===== src/rtl/equiv_mismatch_monitor.sv =====
// Compares two design-copy outputs sample by sample, counts compares/mismatches and
// holds one mismatch report behind a valid/ready handshake. Optional: EQUIV_MON_STAMP_EN.
module equiv_mismatch_monitor #(
   parameter int DATA_W = 91,
   parameter int CNT_W  = 16
) (
   input  logic              clk,
   input  logic              rst_n,
   input  logic              start,
   input  logic              stop,
   input  logic              in_valid,
   input  logic [DATA_W-1:0] y_1,
   input  logic [DATA_W-1:0] y_2,
   output logic              rpt_valid,
   input  logic              rpt_ready,
   output logic [DATA_W-1:0] rpt_y1,
   output logic [DATA_W-1:0] rpt_y2,
   output logic [DATA_W-1:0] rpt_diff,
   output logic [CNT_W-1:0]  rpt_stamp,
   output logic [CNT_W-1:0]  cmp_count,
   output logic [CNT_W-1:0]  mis_count,
   output logic              busy,
   output logic              fail,
   output logic              dropped
);

   typedef enum logic [1:0] {IDLE, RUN, DONE} state_t;

   localparam logic [CNT_W-1:0] CNT_ONE = {{(CNT_W-1){1'b0}}, 1'b1};

   state_t              state_reg, state_next;
   logic [CNT_W-1:0]    cmp_count_reg, mis_count_reg;
   logic                rpt_valid_reg, dropped_reg;
   logic [DATA_W-1:0]   rpt_y1_reg, rpt_y2_reg, rpt_diff_reg;
   logic                accept, mismatch, load;

   // The start cycle belongs to the new run's setup, so its sample is never counted.
   assign accept   = (state_reg == RUN) && in_valid && !start;
   assign mismatch = accept && (y_1 != y_2);
   assign load     = mismatch && (!rpt_valid_reg || rpt_ready);

   always_ff @(posedge clk or negedge rst_n) begin
      if (!rst_n) state_reg <= IDLE;
      else        state_reg <= state_next;
   end

   always_comb begin
      state_next = state_reg;
      case (state_reg)
         IDLE, DONE: if (start) state_next = RUN;
         RUN: begin
            if (start)     state_next = RUN;
            else if (stop) state_next = DONE;
         end
         default: state_next = IDLE;
      endcase
   end

   always_ff @(posedge clk or negedge rst_n) begin
      if (!rst_n) begin
         cmp_count_reg <= '0;
         mis_count_reg <= '0;
         rpt_valid_reg <= 1'b0;
         dropped_reg   <= 1'b0;
         rpt_y1_reg    <= '0;
         rpt_y2_reg    <= '0;
         rpt_diff_reg  <= '0;
      end else if (start) begin
         cmp_count_reg <= '0;
         mis_count_reg <= '0;
         rpt_valid_reg <= 1'b0;
         dropped_reg   <= 1'b0;
      end else begin
         if (accept && cmp_count_reg != '1)   cmp_count_reg <= cmp_count_reg + CNT_ONE;
         if (mismatch && mis_count_reg != '1) mis_count_reg <= mis_count_reg + CNT_ONE;
         if (load) begin
            rpt_valid_reg <= 1'b1;
            rpt_y1_reg    <= y_1;
            rpt_y2_reg    <= y_2;
            rpt_diff_reg  <= y_1 ^ y_2;
         end else begin
            // A mismatch that cannot be loaded leaves the held report untouched.
            if (mismatch)                   dropped_reg   <= 1'b1;
            if (rpt_valid_reg && rpt_ready) rpt_valid_reg <= 1'b0;
         end
      end
   end

`ifdef EQUIV_MON_STAMP_EN
   logic [CNT_W-1:0] stamp_reg;

   always_ff @(posedge clk or negedge rst_n) begin
      if (!rst_n)                stamp_reg <= '0;
      else if (!start && load)   stamp_reg <= cmp_count_reg;
   end

   assign rpt_stamp = stamp_reg;
`else
   assign rpt_stamp = '0;
`endif

   assign rpt_valid = rpt_valid_reg;
   assign rpt_y1    = rpt_y1_reg;
   assign rpt_y2    = rpt_y2_reg;
   assign rpt_diff  = rpt_diff_reg;
   assign cmp_count = cmp_count_reg;
   assign mis_count = mis_count_reg;
   assign dropped   = dropped_reg;
   assign busy      = (state_reg == RUN);
   assign fail      = (mis_count_reg != '0);

endmodule


===== config.mk =====
export PLATFORM = sky130hd
export DESIGN_NAME = equiv_mismatch_monitor
export DESIGN_NICKNAME = d
export VERILOG_FILES = /design/src/rtl/equiv_mismatch_monitor.sv
export SDC_FILE = /design/constraint.sdc
export NUM_CORES = 1
export LEC_CHECK = 0
export CAP_MARGIN = 20
export CORE_AREA = 2 2 197 199
export CTS_BUF_LIST = sky130_fd_sc_hd__clkbuf_8 sky130_fd_sc_hd__clkbuf_16
export CTS_CLUSTER_DIAMETER = 40
export CTS_CLUSTER_SIZE = 10
export DETAILED_ROUTE_END_ITERATION = 12
export DIE_AREA = 0 0 199 201
export PLACE_DENSITY_LB_ADDON = 0.12
export SLEW_MARGIN = 20
export SYNTH_ARGS = -nofsm -noshare
export SYNTH_HDL_FRONTEND = slang
export SYNTH_SLANG_ARGS = --single-unit

===== constraint.sdc =====
create_clock -name clk -period 2.9 [get_ports clk]
set_input_delay 0.725 -clock clk [delete_from_list [all_inputs] [get_ports clk]]
set_output_delay 0.725 -clock clk [all_outputs]
set_load 0.01 [all_outputs]

==> out/metrics.yaml, run 1 <==
run_status:
  status: "finished, final reports clean"
cells_and_area:
  syn2layout_area_growth_pct: 67.19
  final_cells: 2216
  nets: 1845
  fin_util_pct: 57.10
  mostFrequentLayoutCell: "clkdlybuf4s50_1"
  drive_gt1_share_pct: 27.06
  final_area_sq_mm: 0.02176
  final_cell_mix: "clkdlybuf4s50_1, dfrtp_1, mux2_2"
job:
  maxCapViolCount: 0
grt:
  grtUsageTotal_pct: 22.30
  grt_overflow_total: 0
  grt_max_degree: 66
  grt_pass1_wl_um: 66850
  grt_pass1_vias: 10925
  antenna_found_initial: 3
setup_path:
  startpoint_type: "primary input"
  critical_path_arrival_ns: 3.29
  critPathMaxFanout: 8
  crit_family: "buffers and inverters"
  regToRegSetupSlack_ns: 0.49
  max_stage_delay_ns: 0.50
  crit_path_top_delay_cell: "clkdlybuf4s50_1"
  r2r_cells: 7
  reg2reg_from: "mis_count[10]"
  r2r-end: "mis_count[11]"
  required_ns: 3.35
  crit_buf_inv: 5
  cp-end-kind: "register"
  crit_path_cell_trace: "clkdlybuf4s50_1 > xnor2_1 > buf_4 > nand4_1 > nor4_2 > and4_4 > a211o_4 > buf_12 > buf_16 > clkbuf_16 > mux2_2"
  crit_type: "in -> reg"
sta:
  fin_ws_ns: 0.06175
  rsz0062_at_grt: "no"
  drv_slew: 0
  hold_violations: 0
  finClkSkew_ns: 0.01369
  hold_slack_ns: 0.07424
  max_freq_ghz: 0.3523
  period_share_pct: 97.87
  slew-limit-headroom_pct: 66.10
  setup_violations: 0
  finalSetupTns_ns: 0
  min_period_ns: 2.838
  worstMarginPinSlew_ns: 0.5049
routing:
  wl_per_cell_um: 20.14
  drc: 0
  dr_total_vias: 10265
  drtIter0Drc: 338
  totalWireLength_um: 44640
  postRouteAntennaNets: 0
  first_pass_iters: 4
  via_per_inst: 4.632
synth:
  synth_edf_count: 0
  yosys_warnings: 0
  synth_area_sq_mm: 0.01301
  ys_seq_area_share_pct: 59.41
  syn-instance-count: 1018
  synth.distinct_cells: 45
  async_flop_share_pct: 100.0
  synth_ff_type: "dfrtp_1"
  syn_avg_cell_area_sq_um: 12.78
  synth-seq-cells: 309
die:
  die_x_um: 199
  num_rows: 72
  ioPinCount: 513
  start_util_pct: 34.15
  die_area_sq_mm: 0.04000
  die_h_um: 201
  coreArea_sq_mm: 0.03811
clock_network:
  clock-sinks: 309
  path_clk_slew_ns: 0.05
  cts_buffer_depth: 3
  cts_max_level: 2
  cts_tree: "yes"
  cts_buffers: 51
  clock_insertion_delay_worst_skew_ns: 0.57
  root_buffer: "clkbuf_16"
  cts_hold_buf: 0
hold_path:
  min_path_type: "in -> async"
power:
  finalPower_mw: 17.21
  p_leak_nw: 9.713
  ir_drop_mv: 0.5143
  power_density_mw_per_mm2: 790.9
placement:
  dp_hpwl_um: 34330
  place_inst: 2103
  placed_area_sq_mm: 0.01941
  gp_congestion: 0.8203
  port-buffer-count: 496
  dp_slack_ns: -0.9716
==> power by group <==
part	switching, mW	total, mW	internal (mW)
clock network	2.16	5.99	3.83
logic	2.13	5.18	3.06
registers	0.606	6.04	5.43
total	4.89	17.2	12.3
==> worst register-to-register path: stages (launching register included) <==
cell and delay [ns]:
dfrtp_1 0.42, and4_1 0.25, and3_1 0.22, and3_1 0.20
and3_1 0.24, nand2b_1 0.32, or4_1 0.52, a21oi_1 0.15
==> per-layer routing <==
| metal | share of wire [%] | global-route usage, % | up-vias |
|---|---|---|---|
| li1 | - | - | 4798 |
| met5 | 0.038 | 0 | - |
| met2 | 49 | 37.48 | 352 |
| met4 | 2.9 | 7.942 | 2 |
| met3 | 7.7 | 6.939 | 81 |
| met1 | 40 | 26.87 | 5032 |
==> cells by family after synthesis <==
logic type / after synthesis / share of synthesized area (%)
xor+xnor: 106 / 7.133
other cells: 1 / 0.02881
buf+inv: 70 / 3.663
simple gates: 220 / 8.239
compound gates: 121 / 4.980
flops: 309 / 59.41
fa+ha+maj: 3 / 0.2884
mux: 188 / 16.26
==> Yosys cell counts, types with 11 or more instances <==
cell      instances  area share [%]
nand3_1          11            0.42
mux2_1           27             2.3
buf_4            33             1.9
clkbuf_1         13            0.37
nor2_1           29            0.84
mux2_2          160              14
buf_6            11            0.95
a21oi_1          13            0.50
o21ai_1          11            0.42
dfrtp_1         309              59
o21ai_0          84             3.2
nand4_1          31             1.5
nand2_1         103             3.0
xnor2_1          97             6.5
==> worst max path at each step <==
| stage | from | to | slack (ns) | cells past startpoint |
|---|---|---|---|---|
| 2_1_floorplan | y_2[80] | rpt_y2[32] | 0.06 | 8 |
| 3_3_place_gp | y_2[43] | rpt_y1[43] | -0.93 | 9 |
| 3_5_place_dp | y_2[50] | rpt_y2[73] | -0.97 | 11 |
| 4_1_cts | y_2[9] | rpt_y2[47] | 0.0006 | 12 |
| 5_1_grt | y_2[37] | rpt_y1[52] | 0.002 | 11 |
| 6_report | y_2[86] | rpt_y2[47] | 0.06 | 11 |
==> area by class of cell <==
| type | instances | area [sq um] |
|---|---|---|
| Timing Repair Buffer | 632 | 6337 |
| Clock inverter | 38 | 344.1 |
| Multi-Input combinational cell | 654 | 5299 |
| Sequential cell | 309 | 7734 |
| Tap cell | 518 | 648.1 |
| Antenna cell | 2 | 5.005 |
| Clock buffer | 57 | 1370 |
| Inverter | 6 | 22.52 |
| Fill cell | 3277 | 16350 |
==> timing repair <==
| item | CTS | global route |
|---|---|---|
| gates cloned | 1 | 3 |
| endpoints found under the setup margin | 287 | 212 |
| setup buffers | 8 | 4 |
| gates resized for setup | 65 | 90 |
| pin swaps | 24 | 35 |
| hold endpoints to repair | 0 | 0 |
(Power assumes the default switching activity.)
==> run 2, diff against run 1 <==
--- a/config.mk
+++ b/config.mk
@@ -12,7 +12,8 @@
 export CTS_CLUSTER_SIZE = 10
 export DETAILED_ROUTE_END_ITERATION = 12
 export DIE_AREA = 0 0 199 201
-export PLACE_DENSITY_LB_ADDON = 0.12
+export PLACE_DENSITY = 0.64
+export RECOVER_POWER = 25
 export SLEW_MARGIN = 20
 export SYNTH_ARGS = -nofsm -noshare
 export SYNTH_HDL_FRONTEND = slang
==> out/metrics.yaml, run 2 (synthesis results as in run 1) <==
setup_path:
  critical_path_arrival_ns: 3.30
  r2r_cells: 7
  regToRegSetupSlack_ns: 0.49
  required_ns: 3.34
  crit_buf_inv: 5
  cp-end-kind: "register"
  cp.depth: 11
  startpoint_type: "primary input"
  crit_path_top_delay_cell: "or4_4"
  crit_type: "in -> reg"
  max_stage_delay_ns: 0.49
  crit_path_cell_trace: "dlygate4sd2_1 > xnor2_2 > nand4_1 > or4_4 > nor4_4 > a211o_4 > buf_6 > buf_6 > clkbuf_16 > clkbuf_16 > mux2_4"
  critPathMaxFanout: 9
  crit_family: "simple AND/OR/NAND/NOR gates"
die:
  die_x_um: 199
  die_h_um: 201
  coreArea_sq_mm: 0.03811
  start_util_pct: 34.15
  ioPinCount: 513
  die_area_sq_mm: 0.04000
  num_rows: 72
run_status:
  status: "finished, final reports clean"
power:
  p_int_mw: 12.58
  power_density_mw_per_mm2: 788.9
  p_sw_share_pct: 28.12
  p_sw_mw: 4.922
  p_comb_share_pct: 30.4
  power.clock.fraction_pct: 34.9
  ir_drop_mv: 0.5083
  p_leak_nw: 10.11
  seqPwrFrac_pct: 34.7
routing:
  wl_per_cell_um: 20.75
  dr_total_vias: 10502
  via_per_inst: 4.697
  drc: 0
  first_pass_iters: 4
  postRouteAntennaNets: 0
  drtIter0Drc: 369
  totalWireLength_um: 46390
grt:
  antenna_found_initial: 1
  grt_pass1_vias: 11159
  grtUsageTotal_pct: 22.77
  grt_max_degree: 63
  grt_pass1_wl_um: 67900
  grt_overflow_total: 0
clock_network:
  cts_buffer_depth: 3
  clock_insertion_delay_worst_skew_ns: 0.56
  cts_max_level: 2
  cts_hold_buf: 0
  clock-sinks: 309
  root_buffer: "clkbuf_16"
  cts_tree: "yes"
  path_clk_slew_ns: 0.05
  cts_buffers: 49
job:
  maxCapViolCount: 0
placement:
  dp_hpwl_um: 34460
  port-buffer-count: 496
  gp_congestion: 0.8436
  dp_slack_ns: -1.135
cells_and_area:
  final_cell_mix: "clkdlybuf4s50_1, dfrtp_1, mux2_2"
  drive_gt1_share_pct: 29.53
  mostFrequentLayoutCell: "clkdlybuf4s50_1"
  fill_cells: 3185
  seq_area_sq_mm: 0.007734
  nets: 1868
  multi_input_area_sq_mm: 0.005463
  syn2layout_area_growth_pct: 70.46
sta:
  hold_violations: 0
  setup_violations: 0
  drv_slew: 0
  finClkSkew_ns: 0.01500
  period_share_pct: 98.58
  fin_ws_ns: 0.04129
  min_period_ns: 2.859
  slew-limit-headroom_pct: 13.57
  worstMarginPinSlew_ns: 1.297
  hold_slack_ns: 0.4434
  max_freq_ghz: 0.3498
hold_path:
  min_path_type: "in -> async"
[run 2: power by group through the flow]
stage / clock (mW) / sequential (mW) / combinational [mW]
6_report: 6.11 / 6.07 / 5.33
5_1_grt: 6.44 / 6.21 / 5.65
4_1_cts: 6.24 / 6.06 / 5.27
3_5_place_dp: 0 / 6.10 / 5.11
3_3_place_gp: 0 / 6.07 / 5.07
2_1_floorplan: 0 / 6.56 / 1.20
[run 2: final cells by class]
class	count	area share, %
Sequential cell	309	34.86
Timing Repair Buffer	657	29.61
Multi-Input combinational cell	654	24.62
Clock buffer	65	6.621
Tap cell	518	2.921
Clock inverter	26	1.246
Inverter	6	0.1015
Antenna cell	1	0.01128
[run 2: worst register-to-register path: stages (launching register included)]
cell      delay [ns]
dfrtp_1         0.46
and4_1          0.26
and3_1          0.21
and3_1          0.19
and3_1          0.24
nand2b_1        0.31
or4_1           0.52
a21oi_1         0.15
[run 2: path summary, 6_finish.rpt]
kind,startpoint,to
worst min-delay path,rst_n,rpt_y2[61]
worst max register to register,mis_count[7],mis_count[9]
worst min register to register,rpt_diff[75],rpt_diff[75]
worst max-delay path,y_2[72],rpt_y2[18]
max in group asynchronous,rst_n,rpt_y2[34]
min in group clk,y_1[84],rpt_y1[84]
[run 2: metal layers]
| layer | track usage, % | vias to the layer above | share of wire (%) |
|---|---|---|---|
| met3 | 6.670 | 94 | 7.3 |
| met4 | 9.168 | 0 | 3.6 |
| met1 | 27.12 | 5162 | 40 |
| met2 | 38.45 | 385 | 50 |
| li1 | - | 4861 | - |
| met5 | 0 | - | 0 |
[run 2: repair_timing]
| action | 4_1_cts | 5_1_grt |
|---|---|---|
| endpoints found under the setup margin | 290 | 208 |
| cloned | 7 | 9 |
| resized for setup | 156 | 137 |
| buffers inserted | 26 | 14 |
| pin swaps | 39 | 50 |
[run 2: through the flow]
stage | area (sq um) | util (%) | total power, mW | cells | setup TNS [ns]
2_1_floorplan | 13070 | - | 7.759 | 1033 | 0
3_3_place_gp | 19270 | 50.58 | 11.14 | 2092 | -293.60
3_5_place_dp | 19270 | 50.58 | 11.21 | 2092 | -295.41
4_1_cts | 21760 | 57.09 | 17.56 | 2216 | -0.03437
5_1_grt | 22190 | 58.22 | 18.30 | 2236 | -0.8732
6_report | 22190 | 58.22 | 17.50 | 2236 | 0
==> run 3, diff against run 2 <==
--- a/config.mk
+++ b/config.mk
@@ -6,13 +6,15 @@
 export NUM_CORES = 1
 export LEC_CHECK = 0
 export CAP_MARGIN = 20
-export CORE_AREA = 2 2 197 199
+export CELL_PAD_IN_SITES_DETAIL_PLACEMENT = 0
+export CELL_PAD_IN_SITES_GLOBAL_PLACEMENT = 1
+export CORE_MARGIN = 2
+export CORE_UTILIZATION = 34
 export CTS_BUF_LIST = sky130_fd_sc_hd__clkbuf_8 sky130_fd_sc_hd__clkbuf_16
 export CTS_CLUSTER_DIAMETER = 40
 export CTS_CLUSTER_SIZE = 10
 export DETAILED_ROUTE_END_ITERATION = 12
-export DIE_AREA = 0 0 199 201
-export PLACE_DENSITY = 0.64
+export PLACE_DENSITY = 0.79
 export RECOVER_POWER = 25
 export SLEW_MARGIN = 20
 export SYNTH_ARGS = -nofsm -noshare
==> out/metrics.yaml, run 3 (synthesis results as in run 1) <==
sta:
  setup_violations: 0
  max_freq_ghz: 0.3526
  min_period_ns: 2.836
  finClkSkew_ns: 0.01516
  hold_slack_ns: 0.4250
  worstMarginPinSlew_ns: 2.163
  finalSetupTns_ns: 0
  drv_slew: 71
  rsz0062_at_grt: "yes"
  hold_violations: 0
  period_share_pct: 97.79
  fin_ws_ns: 0.06416
  slew-limit-headroom_pct: -44.20
clock_network:
  cts_tree: "yes"
  clock-sinks: 309
  cts_buffer_depth: 3
  root_buffer: "clkbuf_16"
  cts_max_level: 2
  cts_hold_buf: 0
  cts_buffers: 51
  clock_insertion_delay_worst_skew_ns: 0.58
  path_clk_slew_ns: 0.05
routing:
  totalWireLength_um: 46570
  dr_total_vias: 10551
  wl_per_cell_um: 20.90
  drc: 0
  drtIter0Drc: 372
  postRouteAntennaNets: 0
  first_pass_iters: 6
  via_per_inst: 4.736
power:
  finalPower_mw: 17.78
  ir_drop_mv: 0.4998
  p_sw_share_pct: 28.15
  power_density_mw_per_mm2: 805.2
  power.clock.fraction_pct: 36.3
  p_sw_mw: 5.006
  p_comb_share_pct: 29.8
  p_int_mw: 12.78
  p_leak_nw: 9.859
  seqPwrFrac_pct: 33.9
setup_path:
  crit_end: "rpt_y2[31]"
  startpoint_type: "primary input"
  required_ns: 3.35
  crit_path_cell_trace: "clkdlybuf4s50_1 > xnor2_2 > nand4_1 > nor4_2 > and4_4 > a211o_4 > buf_12 > buf_6 > clkbuf_16 > mux2_1"
  crit_path_top_delay_cell: "clkdlybuf4s50_1"
  critical_path_arrival_ns: 3.28
  r2r_cells: 7
  critPathMaxFanout: 7
  startpoint: "y_2[0]"
  regToRegSetupSlack_ns: 0.44
  max_stage_delay_ns: 0.47
  reg2reg_from: "mis_count[7]"
  r2r-end: "mis_count[9]"
  cp-end-kind: "register"
  crit_type: "in -> reg"
die:
  die_area_sq_mm: 0.03986
  num_rows: 71
  ioPinCount: 513
  start_util_pct: 34.55
  die_h_um: 199.7
  coreArea_sq_mm: 0.03767
  die_x_um: 199.7
grt:
  grtUsageTotal_pct: 22.77
  antenna_found_initial: 1
  grt_max_degree: 73
  grt_overflow_total: 0
  grt_pass1_vias: 11113
  grt_pass1_wl_um: 67180
hold_path:
  min_path_type: "in -> reg"
cells_and_area:
  fill_cells: 3133
  nets: 1867
  multi_input_area_sq_mm: 0.005278
  final_cells: 2228
  syn2layout_area_growth_pct: 69.69
  mostFrequentLayoutCell: "clkdlybuf4s50_1"
  fin_util_pct: 58.63
  final_cell_mix: "clkdlybuf4s50_1, dfrtp_1, mux2_2"
  seq_area_sq_mm: 0.007732
  drive_gt1_share_pct: 28.03
  final_area_sq_mm: 0.02208
placement:
  placed_area_sq_mm: 0.01940
  gp_congestion: 0.8073
  dp_hpwl_um: 35340
  place_inst: 2099
  port-buffer-count: 496
  dp_slack_ns: -1.054
run_status:
  status: "finished with violations"
  violations: "capacitance limit, slew limit"
job:
  maxCapViolCount: 1
run 3: how the worst min path moves through the flow:
| stage | start | to | cells past startpoint | slack [ns] |
|---|---|---|---|---|
| 4_1_cts | rst_n | rpt_diff[4] | 1 | 0.16 |
| 6_report | y_2[78] | rpt_y2[78] | 2 | 0.43 |
| 2_1_floorplan | rst_n | cmp_count[0] | 0 | 0.43 |
| 3_5_place_dp | rpt_diff[35] | rpt_diff[35] | 2 | 0.47 |
| 5_1_grt | y_2[37] | rpt_y2[37] | 2 | 0.41 |
| 3_3_place_gp | rpt_diff[51] | rpt_diff[51] | 2 | 0.46 |
run 3: worst max-delay path: cells and delay by family:
kind                      cells  cell delay [ns]
buffers and inverters         4             0.94
muxes                         1             0.32
xor gates and xnor gates      1             0.27
and+or+nand+nor               3             0.85
AOI/OAI and AO/OA             1             0.16
run 3: what timing repair did:
action / CTS / global route
gates cloned: 3 / 9
setup buffers: 10 / 14
setup endpoints to repair: 284 / 206
resized for setup: 83 / 92
pin swaps: 29 / 39
run 3: routing by layer:
layer,vias up,track usage (%),wire length [um]
met5,-,0,0
met4,0,7.160,1187
met3,68,7.814,3691
met2,382,39.21,23450
met1,5245,26.62,18240
li1,4856,-,-
run 3: area by class of cell:
type	instances	share of cell area [%]
multi-input cells	654	23.90
clock inverters	37	2.176
well taps	511	2.895
inverters	6	0.1020
flip-flops and latches	309	35.01
clock buffers	56	6.090
diodes	1	0.01133
repair buffers	654	29.82
run 3: power groups by stage:
| stage | combinational [mW] | clock [mW] | sequential, mW |
|---|---|---|---|
| 4_1_cts | 5.27 | 6.59 | 6.03 |
| 3_5_place_dp | 5.18 | 0 | 6.08 |
| 2_1_floorplan | 1.20 | 0 | 6.56 |
| 5_1_grt | 5.62 | 6.79 | 6.18 |
| 6_report | 5.29 | 6.46 | 6.04 |
| 3_3_place_gp | 5.13 | 0 | 6.05 |
